===== src/rtl/uart_axil_master_if.sv =====
// AXI4-Lite channel bundle between the byte-stream bridge (master) and the
// system interconnect (slave).
//   AW: axi_awaddr, axi_awvalid (m->s), axi_awready (s->m)
//   W : axi_wdata, axi_wstrb, axi_wvalid (m->s), axi_wready (s->m)
//   B : axi_bresp, axi_bvalid (s->m), axi_bready (m->s)
//   AR: axi_araddr, axi_arvalid (m->s), axi_arready (s->m)
//   R : axi_ardata, axi_rresp, axi_rvalid (s->m), axi_rready (m->s)
interface uart_axil_master_if;
  logic [31:0] axi_awaddr;
  logic        axi_awvalid;
  logic        axi_awready;
  logic [31:0] axi_wdata;
  logic [3:0]  axi_wstrb;
  logic        axi_wvalid;
  logic        axi_wready;
  logic [1:0]  axi_bresp;
  logic        axi_bvalid;
  logic        axi_bready;
  logic [31:0] axi_araddr;
  logic        axi_arvalid;
  logic        axi_arready;
  logic [31:0] axi_ardata;
  logic [1:0]  axi_rresp;
  logic        axi_rvalid;
  logic        axi_rready;

  modport master (
    output axi_awaddr, axi_awvalid, axi_wdata, axi_wstrb, axi_wvalid,
           axi_bready, axi_araddr, axi_arvalid, axi_rready,
    input  axi_awready, axi_wready, axi_bresp, axi_bvalid,
           axi_arready, axi_ardata, axi_rresp, axi_rvalid
  );

  modport slave (
    input  axi_awaddr, axi_awvalid, axi_wdata, axi_wstrb, axi_wvalid,
           axi_bready, axi_araddr, axi_arvalid, axi_rready,
    output axi_awready, axi_wready, axi_bresp, axi_bvalid,
           axi_arready, axi_ardata, axi_rresp, axi_rvalid
  );
endinterface


===== src/rtl/uart_axil_master.sv =====
// Byte-stream controlled AXI4-Lite initiator (debug / bring-up bridge).
// Parses 'W' (0x57) addr[4] data[4] and 'R' (0x52) addr[4] commands,
// little-endian, issues one AXI4-Lite transaction and returns a status
// byte (plus 4 read-data bytes for reads). Unknown opcodes answer 0xEE.
// Ports:
//   clk, rst_n          clock, asynchronous active-low reset
//   rx_byte/rx_valid    command byte stream in; rx_ready accept strobe
//   tx_byte/tx_valid    response byte stream out; tx_ready from consumer
//   busy                high whenever not waiting for an opcode
//   cmd_timeout         one-cycle pulse when a partial command is dropped
//   axi                 AXI4-Lite master channels
module uart_axil_master #(
  parameter int unsigned IDLE_TIMEOUT = 500_000
) (
  input  logic       clk,
  input  logic       rst_n,
  input  logic [7:0] rx_byte,
  input  logic       rx_valid,
  output logic       rx_ready,
  output logic [7:0] tx_byte,
  output logic       tx_valid,
  input  logic       tx_ready,
  output logic       busy,
  output logic       cmd_timeout,
  uart_axil_master_if.master axi
);

  localparam int unsigned IW = $clog2(IDLE_TIMEOUT);
  localparam logic [IW-1:0] IDLE_LAST = IW'(IDLE_TIMEOUT - 1);

  typedef enum logic [2:0] {
    ST_CMD, ST_ADDR, ST_DATA, ST_WR_AW_W, ST_WR_B, ST_RD_AR, ST_RD_R, ST_RESP
  } state_t;

  state_t        state_q, state_d;
  logic          is_wr_q, is_wr_d;
  logic [1:0]    byte_cnt_q, byte_cnt_d;
  logic [2:0]    resp_cnt_q, resp_cnt_d;
  logic [IW-1:0] idle_q, idle_d;
  logic [31:0]   addr_q, addr_d;
  logic [31:0]   wdata_q, wdata_d;
  logic [31:0]   rdata_q, rdata_d;
  logic [7:0]    tx_byte_q, tx_byte_d;
  logic          tx_valid_q, tx_valid_d;
  logic          awvalid_q, awvalid_d;
  logic          wvalid_q, wvalid_d;
  logic          arvalid_q, arvalid_d;
  logic          bready_q, bready_d;
  logic          rready_q, rready_d;
  logic          timeout_q, timeout_d;

  logic accept;
  logic tx_fire;

  assign rx_ready    = (state_q == ST_CMD) || (state_q == ST_ADDR) || (state_q == ST_DATA);
  assign accept      = rx_valid && rx_ready;
  assign tx_fire     = tx_valid_q && tx_ready;
  assign busy        = (state_q != ST_CMD);
  assign tx_byte     = tx_byte_q;
  assign tx_valid    = tx_valid_q;
  assign cmd_timeout = timeout_q;

  assign axi.axi_awaddr  = addr_q;
  assign axi.axi_araddr  = addr_q;
  assign axi.axi_wdata   = wdata_q;
  assign axi.axi_wstrb   = 4'hF;
  assign axi.axi_awvalid = awvalid_q;
  assign axi.axi_wvalid  = wvalid_q;
  assign axi.axi_arvalid = arvalid_q;
  assign axi.axi_bready  = bready_q;
  assign axi.axi_rready  = rready_q;

  always_ff @(posedge clk or negedge rst_n) begin
    if (!rst_n) begin
      state_q    <= ST_CMD;
      is_wr_q    <= 1'b0;
      byte_cnt_q <= '0;
      resp_cnt_q <= '0;
      idle_q     <= '0;
      addr_q     <= '0;
      wdata_q    <= '0;
      rdata_q    <= '0;
      tx_byte_q  <= '0;
      tx_valid_q <= 1'b0;
      awvalid_q  <= 1'b0;
      wvalid_q   <= 1'b0;
      arvalid_q  <= 1'b0;
      bready_q   <= 1'b0;
      rready_q   <= 1'b0;
      timeout_q  <= 1'b0;
    end else begin
      state_q    <= state_d;
      is_wr_q    <= is_wr_d;
      byte_cnt_q <= byte_cnt_d;
      resp_cnt_q <= resp_cnt_d;
      idle_q     <= idle_d;
      addr_q     <= addr_d;
      wdata_q    <= wdata_d;
      rdata_q    <= rdata_d;
      tx_byte_q  <= tx_byte_d;
      tx_valid_q <= tx_valid_d;
      awvalid_q  <= awvalid_d;
      wvalid_q   <= wvalid_d;
      arvalid_q  <= arvalid_d;
      bready_q   <= bready_d;
      rready_q   <= rready_d;
      timeout_q  <= timeout_d;
    end
  end

  always_comb begin
    state_d    = state_q;
    is_wr_d    = is_wr_q;
    byte_cnt_d = byte_cnt_q;
    resp_cnt_d = resp_cnt_q;
    idle_d     = idle_q;
    addr_d     = addr_q;
    wdata_d    = wdata_q;
    rdata_d    = rdata_q;
    tx_byte_d  = tx_byte_q;
    tx_valid_d = tx_valid_q;
    awvalid_d  = awvalid_q;
    wvalid_d   = wvalid_q;
    arvalid_d  = arvalid_q;
    bready_d   = bready_q;
    rready_d   = rready_q;
    timeout_d  = 1'b0;

    // A pending 0xEE reply can drain while a new command is being parsed.
    if (state_q != ST_RESP && tx_fire) tx_valid_d = 1'b0;

    unique case (state_q)
      ST_CMD: begin
        if (accept) begin
          byte_cnt_d = '0;
          idle_d     = '0;
          if (rx_byte == 8'h57) begin
            is_wr_d = 1'b1;
            state_d = ST_ADDR;
          end else if (rx_byte == 8'h52) begin
            is_wr_d = 1'b0;
            state_d = ST_ADDR;
          end else begin
            tx_byte_d  = 8'hEE;
            tx_valid_d = 1'b1;
          end
        end
      end

      // Fields shift in from the top so the first byte lands in [7:0].
      // An accepted byte takes priority over an expiring idle count.
      ST_ADDR, ST_DATA: begin
        if (accept) begin
          idle_d     = '0;
          byte_cnt_d = byte_cnt_q + 2'd1;
          if (state_q == ST_ADDR) addr_d  = {rx_byte, addr_q[31:8]};
          else                    wdata_d = {rx_byte, wdata_q[31:8]};
          if (byte_cnt_q == 2'd3) begin
            if (state_q == ST_DATA) begin
              state_d   = ST_WR_AW_W;
              awvalid_d = 1'b1;
              wvalid_d  = 1'b1;
            end else if (is_wr_q) begin
              state_d = ST_DATA;
            end else begin
              state_d   = ST_RD_AR;
              arvalid_d = 1'b1;
            end
          end
        end else if (idle_q == IDLE_LAST) begin
          state_d   = ST_CMD;
          timeout_d = 1'b1;
        end else begin
          idle_d = idle_q + 1'b1;
        end
      end

      // The valid registers themselves record which channel is still owed.
      ST_WR_AW_W: begin
        if (awvalid_q && axi.axi_awready) awvalid_d = 1'b0;
        if (wvalid_q && axi.axi_wready)   wvalid_d  = 1'b0;
        if (!awvalid_d && !wvalid_d) begin
          state_d  = ST_WR_B;
          bready_d = 1'b1;
        end
      end

      ST_WR_B: begin
        if (axi.axi_bvalid) begin
          bready_d   = 1'b0;
          tx_byte_d  = {6'b0, axi.axi_bresp};
          tx_valid_d = 1'b1;
          resp_cnt_d = '0;
          state_d    = ST_RESP;
        end
      end

      ST_RD_AR: begin
        if (axi.axi_arready) begin
          arvalid_d = 1'b0;
          rready_d  = 1'b1;
          state_d   = ST_RD_R;
        end
      end

      ST_RD_R: begin
        if (axi.axi_rvalid) begin
          rready_d   = 1'b0;
          rdata_d    = axi.axi_ardata;
          tx_byte_d  = {6'b0, axi.axi_rresp};
          tx_valid_d = 1'b1;
          resp_cnt_d = '0;
          state_d    = ST_RESP;
        end
      end

      ST_RESP: begin
        if (tx_fire) begin
          if (is_wr_q || resp_cnt_q == 3'd4) begin
            tx_valid_d = 1'b0;
            state_d    = ST_CMD;
          end else begin
            resp_cnt_d = resp_cnt_q + 3'd1;
            unique case (resp_cnt_q)
              3'd0:    tx_byte_d = rdata_q[7:0];
              3'd1:    tx_byte_d = rdata_q[15:8];
              3'd2:    tx_byte_d = rdata_q[23:16];
              default: tx_byte_d = rdata_q[31:24];
            endcase
          end
        end
      end

      default: state_d = ST_CMD;
    endcase
  end

endmodule


===== src/flat_wrapper.sv =====
// flat-port wrapper written by rule: the top's interface ports become plain ports
module uart_axil_master_flat 
#(
  parameter int unsigned IDLE_TIMEOUT = 500_000
)
  (clk, rst_n, rx_byte, rx_valid, rx_ready, tx_byte, tx_valid, tx_ready, busy, cmd_timeout, axi_axi_awaddr, axi_axi_awvalid, axi_axi_wdata, axi_axi_wstrb, axi_axi_wvalid, axi_axi_bready, axi_axi_araddr, axi_axi_arvalid, axi_axi_rready, axi_axi_awready, axi_axi_wready, axi_axi_bresp, axi_axi_bvalid, axi_axi_arready, axi_axi_ardata, axi_axi_rresp, axi_axi_rvalid);
  uart_axil_master_if axi_i ();
  input  logic clk;
  input  logic rst_n;
  input  logic [7:0] rx_byte;
  input  logic rx_valid;
  output logic rx_ready;
  output logic [7:0] tx_byte;
  output logic tx_valid;
  input  logic tx_ready;
  output logic busy;
  output logic cmd_timeout;
  output wire logic [$bits(axi_i.axi_awaddr)-1:0] axi_axi_awaddr;
  output wire logic [$bits(axi_i.axi_awvalid)-1:0] axi_axi_awvalid;
  output wire logic [$bits(axi_i.axi_wdata)-1:0] axi_axi_wdata;
  output wire logic [$bits(axi_i.axi_wstrb)-1:0] axi_axi_wstrb;
  output wire logic [$bits(axi_i.axi_wvalid)-1:0] axi_axi_wvalid;
  output wire logic [$bits(axi_i.axi_bready)-1:0] axi_axi_bready;
  output wire logic [$bits(axi_i.axi_araddr)-1:0] axi_axi_araddr;
  output wire logic [$bits(axi_i.axi_arvalid)-1:0] axi_axi_arvalid;
  output wire logic [$bits(axi_i.axi_rready)-1:0] axi_axi_rready;
  input wire logic [$bits(axi_i.axi_awready)-1:0] axi_axi_awready;
  input wire logic [$bits(axi_i.axi_wready)-1:0] axi_axi_wready;
  input wire logic [$bits(axi_i.axi_bresp)-1:0] axi_axi_bresp;
  input wire logic [$bits(axi_i.axi_bvalid)-1:0] axi_axi_bvalid;
  input wire logic [$bits(axi_i.axi_arready)-1:0] axi_axi_arready;
  input wire logic [$bits(axi_i.axi_ardata)-1:0] axi_axi_ardata;
  input wire logic [$bits(axi_i.axi_rresp)-1:0] axi_axi_rresp;
  input wire logic [$bits(axi_i.axi_rvalid)-1:0] axi_axi_rvalid;
  assign axi_axi_awaddr = axi_i.axi_awaddr;
  assign axi_axi_awvalid = axi_i.axi_awvalid;
  assign axi_axi_wdata = axi_i.axi_wdata;
  assign axi_axi_wstrb = axi_i.axi_wstrb;
  assign axi_axi_wvalid = axi_i.axi_wvalid;
  assign axi_axi_bready = axi_i.axi_bready;
  assign axi_axi_araddr = axi_i.axi_araddr;
  assign axi_axi_arvalid = axi_i.axi_arvalid;
  assign axi_axi_rready = axi_i.axi_rready;
  assign axi_i.axi_awready = axi_axi_awready;
  assign axi_i.axi_wready = axi_axi_wready;
  assign axi_i.axi_bresp = axi_axi_bresp;
  assign axi_i.axi_bvalid = axi_axi_bvalid;
  assign axi_i.axi_arready = axi_axi_arready;
  assign axi_i.axi_ardata = axi_axi_ardata;
  assign axi_i.axi_rresp = axi_axi_rresp;
  assign axi_i.axi_rvalid = axi_axi_rvalid;
  uart_axil_master #(.IDLE_TIMEOUT(IDLE_TIMEOUT)) u_core (.clk(clk), .rst_n(rst_n), .rx_byte(rx_byte), .rx_valid(rx_valid), .rx_ready(rx_ready), .tx_byte(tx_byte), .tx_valid(tx_valid), .tx_ready(tx_ready), .busy(busy), .cmd_timeout(cmd_timeout), .axi(axi_i));
endmodule

===== config.mk =====
export PLATFORM = sky130hd
export DESIGN_NAME = uart_axil_master_flat
export DESIGN_NICKNAME = d
export VERILOG_FILES = /design/src/rtl/uart_axil_master_if.sv /design/src/rtl/uart_axil_master.sv /design/src/flat_wrapper.sv
export SDC_FILE = /design/constraint.sdc
export NUM_CORES = 1
export LEC_CHECK = 0
export ABC_AREA = 1
export BUFFER_PORTS_ARGS = -buffer_cell sky130_fd_sc_hd__buf_2
export CORE_ASPECT_RATIO = 1.25
export CORE_MARGIN = 4
export CORE_UTILIZATION = 58
export DETAILED_ROUTE_END_ITERATION = 8
export PLACE_DENSITY = 0.89
export SETUP_SLACK_MARGIN = 0.2
export SLEW_MARGIN = 40
export SYNTH_ARGS = -nofsm -noshare
export SYNTH_HDL_FRONTEND = slang
export SYNTH_SLANG_ARGS = --single-unit
export TNS_END_PERCENT = 30

===== constraint.sdc =====
create_clock -name clk -period 3.5 [get_ports clk]
set_clock_uncertainty 0.05 [all_clocks]
set_input_delay 0.7 -clock clk [delete_from_list [all_inputs] [get_ports clk]]
set_output_delay 0.7 -clock clk [all_outputs]
set_load 0.01 [all_outputs]

==> reports/qor.csv, run 1 <==
metric;value;unit
Num CTS Buffers;17;
sequential share of the synthesized area;51.4;%
H-tree depth;4;
crit-path max FO;7;
worst skew pair latency;0.41;ns
Nets;1045;
CP required;2.75;ns
RSZ-0062 raised after global routing;no;
worst relative slew slack;48.7;%
DP HPWL;11900;um
Synth top area share;51.4;%
placed insts;1102;
drt first pass iters;6;
via count;6013;
layout cells sized above 1;24.0;%
initial antenna violation count;0;
post-synthesis cell area;0.00677;sq mm
post_cts resized;0;
Hold Vio Cnt, Final;0;
CTS root buffer;clkbuf_16;
Post-Synthesis Cells;849;
final wirelength;16500;um
drt drc;0;
first-pass GRT wire length;27100;um
FILL cells;859;
gr usage total;25.0;%
die area;0.0135;sq mm
WL per Instance;14.5;um
Synth cell types;40;
total congestion overflow;0;
die height;129;um
vias per inst;5.30;
Placer Congestion;0.951;
Std-Cell Rows;43;
Clock transition at path regs;0.06;ns
Worst-Margin Slew;0.769;ns
Final Non-Filler Cells;1134;
Final Max Tran Viols;0;
Worst Hold Class;in -> async;
Syn. warnings;0;
status;finished clean;
final setup vio count;0;
Core Area;0.0112;sq mm
static leakage;4.47;nW
vias in the first global route;5848;
maximum clock insertion buffer count;2;
port bufs;165;
Initial Utilization;60.2;%
Yosys top cell by area;dfrtp_1;
Worst setup SP type;flip-flop;
top cells by area, synth;dfrtp_1, nand2_1, buf_4;
period utilization;64.8;%
Yosys reg bits;139;
IO Pins;170;
Power Total;7.42;mW
Worst Path Arrival;1.52;ns
Max Cap Viol;0;
DRT antenna net count;0;
syn avg cell area;7.98;sq um
crit end category;primary output;
Area Overhead vs Synth;20.4;%
fmax;0.441;GHz
CTS tree;done;
setup bufs post-CTS;0;
DIE WIDTH;105;um
Setup CP Type;reg -> out;
largest net degree at the start of global routing;68;
Iteration-0 DRC Markers;352;
Power Density;909;mW/mm^2
maximum vdd drop;0.441;mV
ant diodes;0;
clk sinks;139;
Post-CTS Hold Buffers;0;
setup TNS;0;ns
min cycle time layout;2.27;ns
worst max-delay path, cell delays in order, from the launching register on:
cell     delay (ns)
dfrtp_1        0.46
nor2_1         0.25
nand2_1        0.21
buf_2          0.20
cell families (layout without fill, tap and decap cells):
logic type / after synthesis / in the layout / synth area share (%)
mux: 8 / 8 / 1.33
simple gates: 473 / 473 / 29.0
flops: 139 / 139 / 51.4
other cells: 1 / 4 / 0.0554
fa+ha+maj: 6 / 6 / 1.11
compound gates: 91 / 91 / 7.30
xor+xnor: 5 / 5 / 0.647
buf+inv: 126 / 273 / 9.24
cell type report:
type	count	area, sq um	share of cell area (%)
multi-input cells	587	2690	32.9
inverters	68	259	3.18
clock inverters	14	219	2.68
flip-flops and latches	139	3480	42.7
clock buffers	18	439	5.39
well taps	135	169	2.07
repair buffers	173	905	11.1
worst paths after layout:
path | slack, ns | depth (start not counted) | to | from
setup / recovery | 1.23 | 3 | busy | u_core.state_q[1]
hold / removal | 0.19 | 1 | u_core.axi.axi_araddr[6] | rst_n
setup reg to reg | 1.40 | 6 | u_core.axi.axi_wdata[17] | u_core.state_q[1]
hold reg to reg | 0.42 | 2 | u_core.rdata_q[30] | u_core.rdata_q[30]
max in group asynchronous | 2.49 | 2 | u_core.rdata_q[15] | rst_n
min in group clk | 0.42 | 2 | u_core.rdata_q[30] | u_core.rdata_q[30]
placed cells by master, fill, tap and decap left out, drive strengths merged, types with 2 or more instances in the layout:
cell type / instances
ha: 6
nand3: 36
a22o: 2
bufinv: 5
mux2: 8
clkinv: 7
inv: 68
a21oi: 23
nor2: 64
o211ai: 2
buf: 173
o21ai: 55
conb: 4
clkinvlp: 2
xor2: 4
clkbuf: 18
dfrtp: 139
nand4: 18
nor3: 2
o21bai: 3
nand2: 352
per-stage QoR:
stage | setup slack [ns] | hold WS [ns] | instance area [sq um] | utilization, %
after detailed placement | 1.28 | 0.408 | 7500 | 66.7
after floorplan | 1.79 | 0.354 | 6780 | -
final | 1.23 | 0.185 | 8160 | 72.5
after CTS | 1.26 | 0.204 | 8160 | 72.5
after global routing | 1.16 | 0.229 | 8160 | 72.5
after global placement | 1.32 | 0.404 | 7500 | 66.7
synth_stat cells:
cell type	count
nand2_1	344
dfrtp_1	139
inv_1	61
nor2_1	58
o21ai_0	47
buf_4	36
nand3_1	35
a21oi_1	23
nand4_1	18
clkbuf_1	16
mux2_2	8
o21ai_1	7
ha_1	6
buf_2	5
inv_2	5
nand2_2	5
xor2_1	4
nor2_2	3
nor2_4	3
o21bai_1	3
a22o_1	2
nand2_4	2
o211ai_1	2
a21boi_0	1
a221oi_1	1
a22oi_1	1
buf_6	1
clkinv_2	1
conb_1	1
inv_4	1
nand2_8	1
nand3_2	1
nor3_1	1
nor3_4	1
o21a_1	1
o21ai_2	1
o22ai_1	1
o31ai_1	1
or2_2	1
xnor2_1	1
flip-flops by register name, indices dropped and copies added, names as in the netlist:
| name | cells |
|---|---|
| u_core.tx_byte | 8 |
| u_core.axi.axi_bready | 1 |
| u_core.byte_cnt_q | 2 |
| u_core.axi.axi_wvalid | 1 |
| u_core.is_wr_q | 1 |
| u_core.rdata_q | 32 |
| u_core.resp_cnt_q | 3 |
| u_core.axi.axi_wdata | 32 |
| u_core.axi.axi_arvalid | 1 |
| u_core.tx_valid | 1 |
| u_core.idle_q | 19 |
| u_core.axi.axi_awvalid | 1 |
| u_core.state_q | 3 |
| u_core.axi.axi_rready | 1 |
| u_core.cmd_timeout | 1 |
| u_core.axi.axi_araddr | 32 |
layer usage:
metal / track usage, % / wire length (um) / vias to the layer above
li1: - / - / 2920
met1: 29.2 / 6340 / 2795
met2: 44.7 / 8490 / 253
met3: 4.92 / 1110 / 45
met4: 11.4 / 521 / 0
met5: 0 / 0 / -
where the power goes:
part           switching (mW)  total, mW  internal [mW]
Clock                   0.686       1.97           1.29
Combinational            1.75       2.73          0.989
Sequential              0.476       2.71           2.23
Total                    2.91       7.42           4.51
Power figures use the tool's default switching activity.
==> inputs of run 2 (changes only) <==
- CORE_UTILIZATION: 58 -> 54
- PLACE_DENSITY: 0.89 -> 0.84
- clock period: 3.5 -> 2.11 ns (I/O delays scaled with it)
==> run 2 against run 1 <==
Effect of this change: setup slack got worse by 1.0 ns; die area rose by 6.9%; critical endpoint is now u_core.state_q[2]; non-clock buffer count grew 3; sequential cell count stayed put.
==> reports/qor.csv, run 2 (synthesis gave the netlist of run 1 again) <==
metric;value;unit;change
Critical R2R Launch;u_core.state_q[0];;
RSZ-0062 raised after global routing;yes;;
Iteration-0 DRC Markers;364;;+3.4%
final setup vio count;0;;unchanged
drt first pass iters;6;;unchanged
Setup crit start;u_core.state_q[0];;
initial antenna violation count;2;;+2
maximum clock insertion buffer count;2;;unchanged
combinational power share;38.9;%;+2.0 points
commonest non-fill, non-tap cell in the layout;nand2_1;;
status;finished clean;;
clock network fraction of design power;23.5;%;-3.1 points
worst relative slew slack;63.2;%;+15 points
vias per inst;5.13;;-3.3%
final wirelength;16400;um;-0.24%
clk sinks;139;;unchanged
Std-Cell Rows;45;;+4.7%
most frequent cells in the layout;nand2_1, buf_2, dfrtp_1;;
worst r2r dst;u_core.state_q[2];;
H-tree depth;4;;unchanged
setup TNS;0;ns;unchanged
via count;5967;;-0.77%
Pint;7.16;mW;+59%
die area;0.0144;sq mm;+6.9%
vias in the first global route;5611;;-4.1%
total congestion overflow;0;;unchanged
WL per Instance;14.1;um;-2.8%
crit end category;flip-flop;;
fmax;0.527;GHz;
Area Overhead vs Synth;20.8;%;
DP HPWL;11800;um;-1.2%
first-pass GRT wire length;26400;um;-2.7%
Placer Congestion;0.930;;-2.2%
ant diodes;0;;unchanged
IO Pins;170;;unchanged
Core Area;0.0122;sq mm;+8.7%
HP Start;axi_axi_ardata[13];;
WHS Path Cells;3;;
Worst Path Arrival;2.19;ns;+0.67 ns
drt drc;0;;unchanged
crit-path max FO;6;;-1
FF-to-FF path depth;10;;+4
Setup CP Type;reg -> reg;;
maximum vdd drop;0.713;mV;+62%
port bufs;165;;unchanged
layout cells sized above 1;24.4;%;+0.38 points
Clock transition at path regs;0.06;ns;about the same
min cycle time layout;1.90;ns;
Hold Vio Cnt, Final;0;;unchanged
Flop pwr share;37.6;%;+1.1 points
Final Max Tran Viols;0;;unchanged
DIE WIDTH;108;um;+3.4%
Num CTS Buffers;17;;unchanged
Initial Utilization;55.4;%;-4.8 points
gr usage total;23.0;%;-2.0 points
hold endpoint;u_core.rdata_q[13];;
largest net degree at the start of global routing;61;;-10%
switching share of power;40.1;%;+0.89 points
die height;133;um;+3.4%
Power Density;1460;mW/mm^2;+61%
DRT antenna net count;0;;unchanged
CTS tree;done;;
period utilization;89.9;%;
Worst setup SP type;flip-flop;;
FF-to-FF setup slack;0.21;ns;-1.19 ns
post-route design area;0.00818;sq mm;+0.32%
static leakage;4.45;nW;-0.50%
fin util;67.0;%;-5.6 points
worst skew pair latency;0.41;ns;about the same
CTS root buffer;clkbuf_16;;
Worst Hold Class;in -> reg;;
CP required;2.41;ns;-0.34 ns
Worst-Margin Slew;0.551;ns;-0.218 ns
Max Cap Viol;0;;unchanged
placed instance area;0.00756;sq mm;+0.82%
Nets;1048;;+0.29%
Power Total;12.0;mW;+61%
Sw Pwr;4.79;mW;+65%
[run 2: cell types whose count changed in the layout (fill, tap and decap cells not counted), moves of 2 or more]
cell / before / now
clkinv_4: 4 / 2
dfrtp_2: 0 / 2
buf_12: 1 / 4
bufinv_16: 5 / 1
dfrtp_1: 139 / 137
clkbuf_8: 1 / 3
[run 2: metrics by stage]
| step | instances | setup WS (ns) | hold slack [ns] |
|---|---|---|---|
| global route | 1164 | 0.124 | 0.155 |
| detailed placement | 1131 | 0.171 | 0.314 |
| finish | 1164 | 0.213 | 0.151 |
| CTS | 1162 | 0.187 | 0.144 |
| floorplan | 852 | 0.558 | 0.0764 |
| global placement | 1131 | 0.201 | 0.316 |
[run 2: worst max-delay path, cell delays in order, from the launching register on]
cell and delay [ns]:
dfrtp_1 0.48, inv_2 0.12, nor2_1 0.27, nand2_1 0.20, nor2_1 0.25, nor2_1 0.08, nand2_1 0.10, nor2_2 0.07
nand2_2 0.08, nand2_1 0.06, nand2_1 0.07
[run 2: per-layer routing]
layer  vias to the layer above  global-route usage [%]  wire (um)
met4                         4                    10.3        459
met3                        54                    5.82       1070
met2                       212                    39.4       8550
met1                      2768                    27.1       6340
met5                         -                       0         14
li1                       2929                       -          -
[run 2: what timing repair did]
action | in CTS | in global routing
endpoints found under the hold margin | 40 | 0
setup buffers | 0 | 2
pin swaps | 0 | 2
setup endpoints to repair | 1 | 39
resized for setup | 2 | 5
hold buffers | 1 | 0
[run 2: cell type report]
cell class / instances / area [sq um]
clock buffers: 21 / 470
flip-flops and latches: 139 / 3480
inverters: 68 / 263
well taps: 164 / 205
repair buffers: 176 / 967
fillers: 1026 / 4040
multi-input cells: 587 / 2710
clock inverters: 9 / 90.1
[run 2: power groups by stage]
stage	combinational [mW]	sequential [mW]	clock, mW
floorplan	2.87	4.68	0
global placement	4.42	4.47	0
detailed placement	4.54	4.50	0
CTS	4.58	4.48	2.84
global route	5.18	4.62	2.96
finish	4.65	4.50	2.81
[run 2: how the worst max path moves through the flow]
stage / endpoint
after floorplan: u_core.idle_q[15]
after global placement: u_core.is_wr_q
after detailed placement: u_core.is_wr_q
after CTS: busy
after global routing: u_core.state_q[0]
final: u_core.state_q[2]
==> inputs of run 3 (changes only) <==
- CORE_UTILIZATION: 54 -> 55
- CTS_BUF_LIST: unset -> sky130_fd_sc_hd__clkbuf_8
- PLACE_DENSITY: 0.84 -> 0.85
==> run 3 against run 2 <==
Effect of this change: register-to-register slack improved by 0.09 ns; utilization fell by 0.72 points; cell count is 0.17% higher; fmax down 0.80%; non-clock buffer count unchanged; largest cell class unchanged; global-route usage up 0.50 points; sequential cell count unchanged.
==> reports/qor.csv, run 3 (synthesis gave the netlist of run 1 again) <==
metric;value;unit;change
RSZ-0062 raised after global routing;yes;;
Flop pwr share;39.5;%;+1.9 points
Power Density;1410;mW/mm^2;-3.6%
Area Overhead vs Synth;18.4;%;
Nets;1048;;unchanged
Clock transition at path regs;0.08;ns;+0.02 ns
port bufs;165;;unchanged
CTS tree;done;;
vias in the first global route;5696;;+1.5%
DP HPWL;11900;um;+1.2%
initial antenna violation count;1;;-1
Initial Utilization;55.9;%;+0.52 points
drt drc;0;;unchanged
WL per Instance;13.8;um;-2.2%
via count;5875;;-1.5%
HP Start;axi_axi_ardata[22];;
DIE WIDTH;107;um;-0.85%
Core Area;0.0121;sq mm;-0.92%
Final Max Tran Viols;0;;unchanged
Worst-Margin Slew;0.746;ns;+0.194 ns
combinational power share;40.4;%;+1.5 points
Setup CP Type;reg -> out;;
crit-path max FO;7;;+1
die height;132;um;-0.86%
die area;0.0142;sq mm;-1.7%
maximum clock insertion buffer count;2;;unchanged
H-tree depth;4;;unchanged
layout cells sized above 1;24.7;%;+0.28 points
IO Pins;170;;unchanged
CTS root buffer;clkbuf_8;;
worst relative slew slack;50.2;%;-13 points
FILL cells;1011;;-1.5%
commonest non-fill, non-tap cell in the layout;nand2_1;;
drt first pass iters;5;;-1
Max Cap Viol;0;;unchanged
final setup vio count;0;;unchanged
Worst Hold Class;in -> reg;;
Std-Cell Rows;45;;unchanged
area of the multi-input gates;0.00271;sq mm;+0.19%
crit end category;primary output;;
static leakage;4.38;nW;-1.5%
Sw Pwr;4.65;mW;-2.9%
Hold Vio Cnt, Final;0;;unchanged
Num CTS Buffers;17;;unchanged
Pint;6.65;mW;-7.2%
total congestion overflow;0;;unchanged
Critical R2R Launch;u_core.state_q[0];;
min cycle time layout;1.91;ns;+0.0153 ns
Setup crit start;u_core.state_q[1];;
Worst Path Arrival;1.44;ns;-0.75 ns
maximum vdd drop;0.664;mV;-6.9%
final wirelength;16100;um;-2.0%
DRT antenna net count;0;;unchanged
most frequent cells in the layout;nand2_1, buf_2, dfrtp_1;;
Placer Congestion;0.926;;-0.51%
clk sinks;139;;unchanged
CP required;1.64;ns;-0.77 ns
first-pass GRT wire length;26800;um;+1.6%
Power Total;11.3;mW;-5.5%
clock network fraction of design power;20.1;%;-3.4 points
FF+latch area;0.00348;sq mm;unchanged
period utilization;90.6;%;+0.72 points
Iteration-0 DRC Markers;379;;+4.1%
status;finished clean;;
setup TNS;0;ns;unchanged
worst skew pair latency;0.44;ns;+0.03 ns
Worst setup SP type;flip-flop;;
gr usage total;23.5;%;+0.50 points
fin util;66.2;%;-0.72 points
vias per inst;5.04;;-1.7%
fmax;0.523;GHz;-0.80%
setup bufs post-CTS;0;;unchanged
switching share of power;41.2;%;+1.1 points
largest net degree at the start of global routing;57;;-6.6%
run 3: cell count changes in the layout (fill, tap and decap cells not counted), sizes merged:
cell    change
bufinv      +2
clkbuf      -1
clkinv      -1
diode       +1
inv         +1
run 3: what timing repair did:
item | 4_1_cts | 5_1_grt
endpoints found under the hold margin | 47 | 0
pin swaps | 0 | 1
hold buffers | 1 | 0
cloned | 0 | 0
gates resized for setup | 3 | 5
endpoints found under the setup margin | 2 | 22
run 3: layout make-up:
class                      count  share of cell area, %
tap                          164                   2.56
antenna                        1                 0.0312
clock buffer                  20                   3.43
inverter                      68                   3.23
multi-input combinational    587                   33.8
clock inverter                11                   1.79
sequential                   139                   43.4
timing repair buffer         176                   11.7
run 3: through the flow:
stage	cell area, sq um	instances	hold WS (ns)	worst slack (ns)
after floorplan	6780	852	0.0764	0.558
after global placement	7560	1133	0.344	0.223
after detailed placement	7560	1133	0.344	0.206
after CTS	8000	1165	0.112	0.212
after global routing	8020	1165	0.120	0.130
final	8020	1166	0.122	0.197
run 3: per-layer routing:
metal / vias to the layer above / GRT usage (%) / routed length (um)
met5: - / 0 / 12
met4: 2 / 9.88 / 465
met3: 42 / 5.83 / 988
met2: 198 / 40.7 / 8400
met1: 2714 / 27.6 / 6230
li1: 2919 / - / -
run 3: worst paths after layout:
kind	to	slack [ns]	cells past startpoint
max in group asynchronous	u_core.state_q[1]	0.92	3
worst min-delay path	u_core.rdata_q[22]	0.12	3
min in group asynchronous	u_core.idle_q[8]	0.44	2
worst max register to register	u_core.axi.axi_araddr[14]	0.30	7
worst min register to register	u_core.tx_byte[4]	0.42	2
worst max-delay path	busy	0.20	3
run 3: critical path, cell delays in order (launching register included):
cell and delay (ns):
dfrtp_2 0.46, nor2_2 0.20, nand2_1 0.17, buf_2 0.18
run 3: power by group through the flow:
stage               clock network [mW]  registers [mW]  logic, mW
global placement                     0            4.45       4.42
finish                            2.27            4.47       4.56
global route                      2.42            4.61       5.10
floorplan                            0            4.68       2.87
detailed placement                   0            4.48       4.56
CTS                               2.30            4.46       4.59
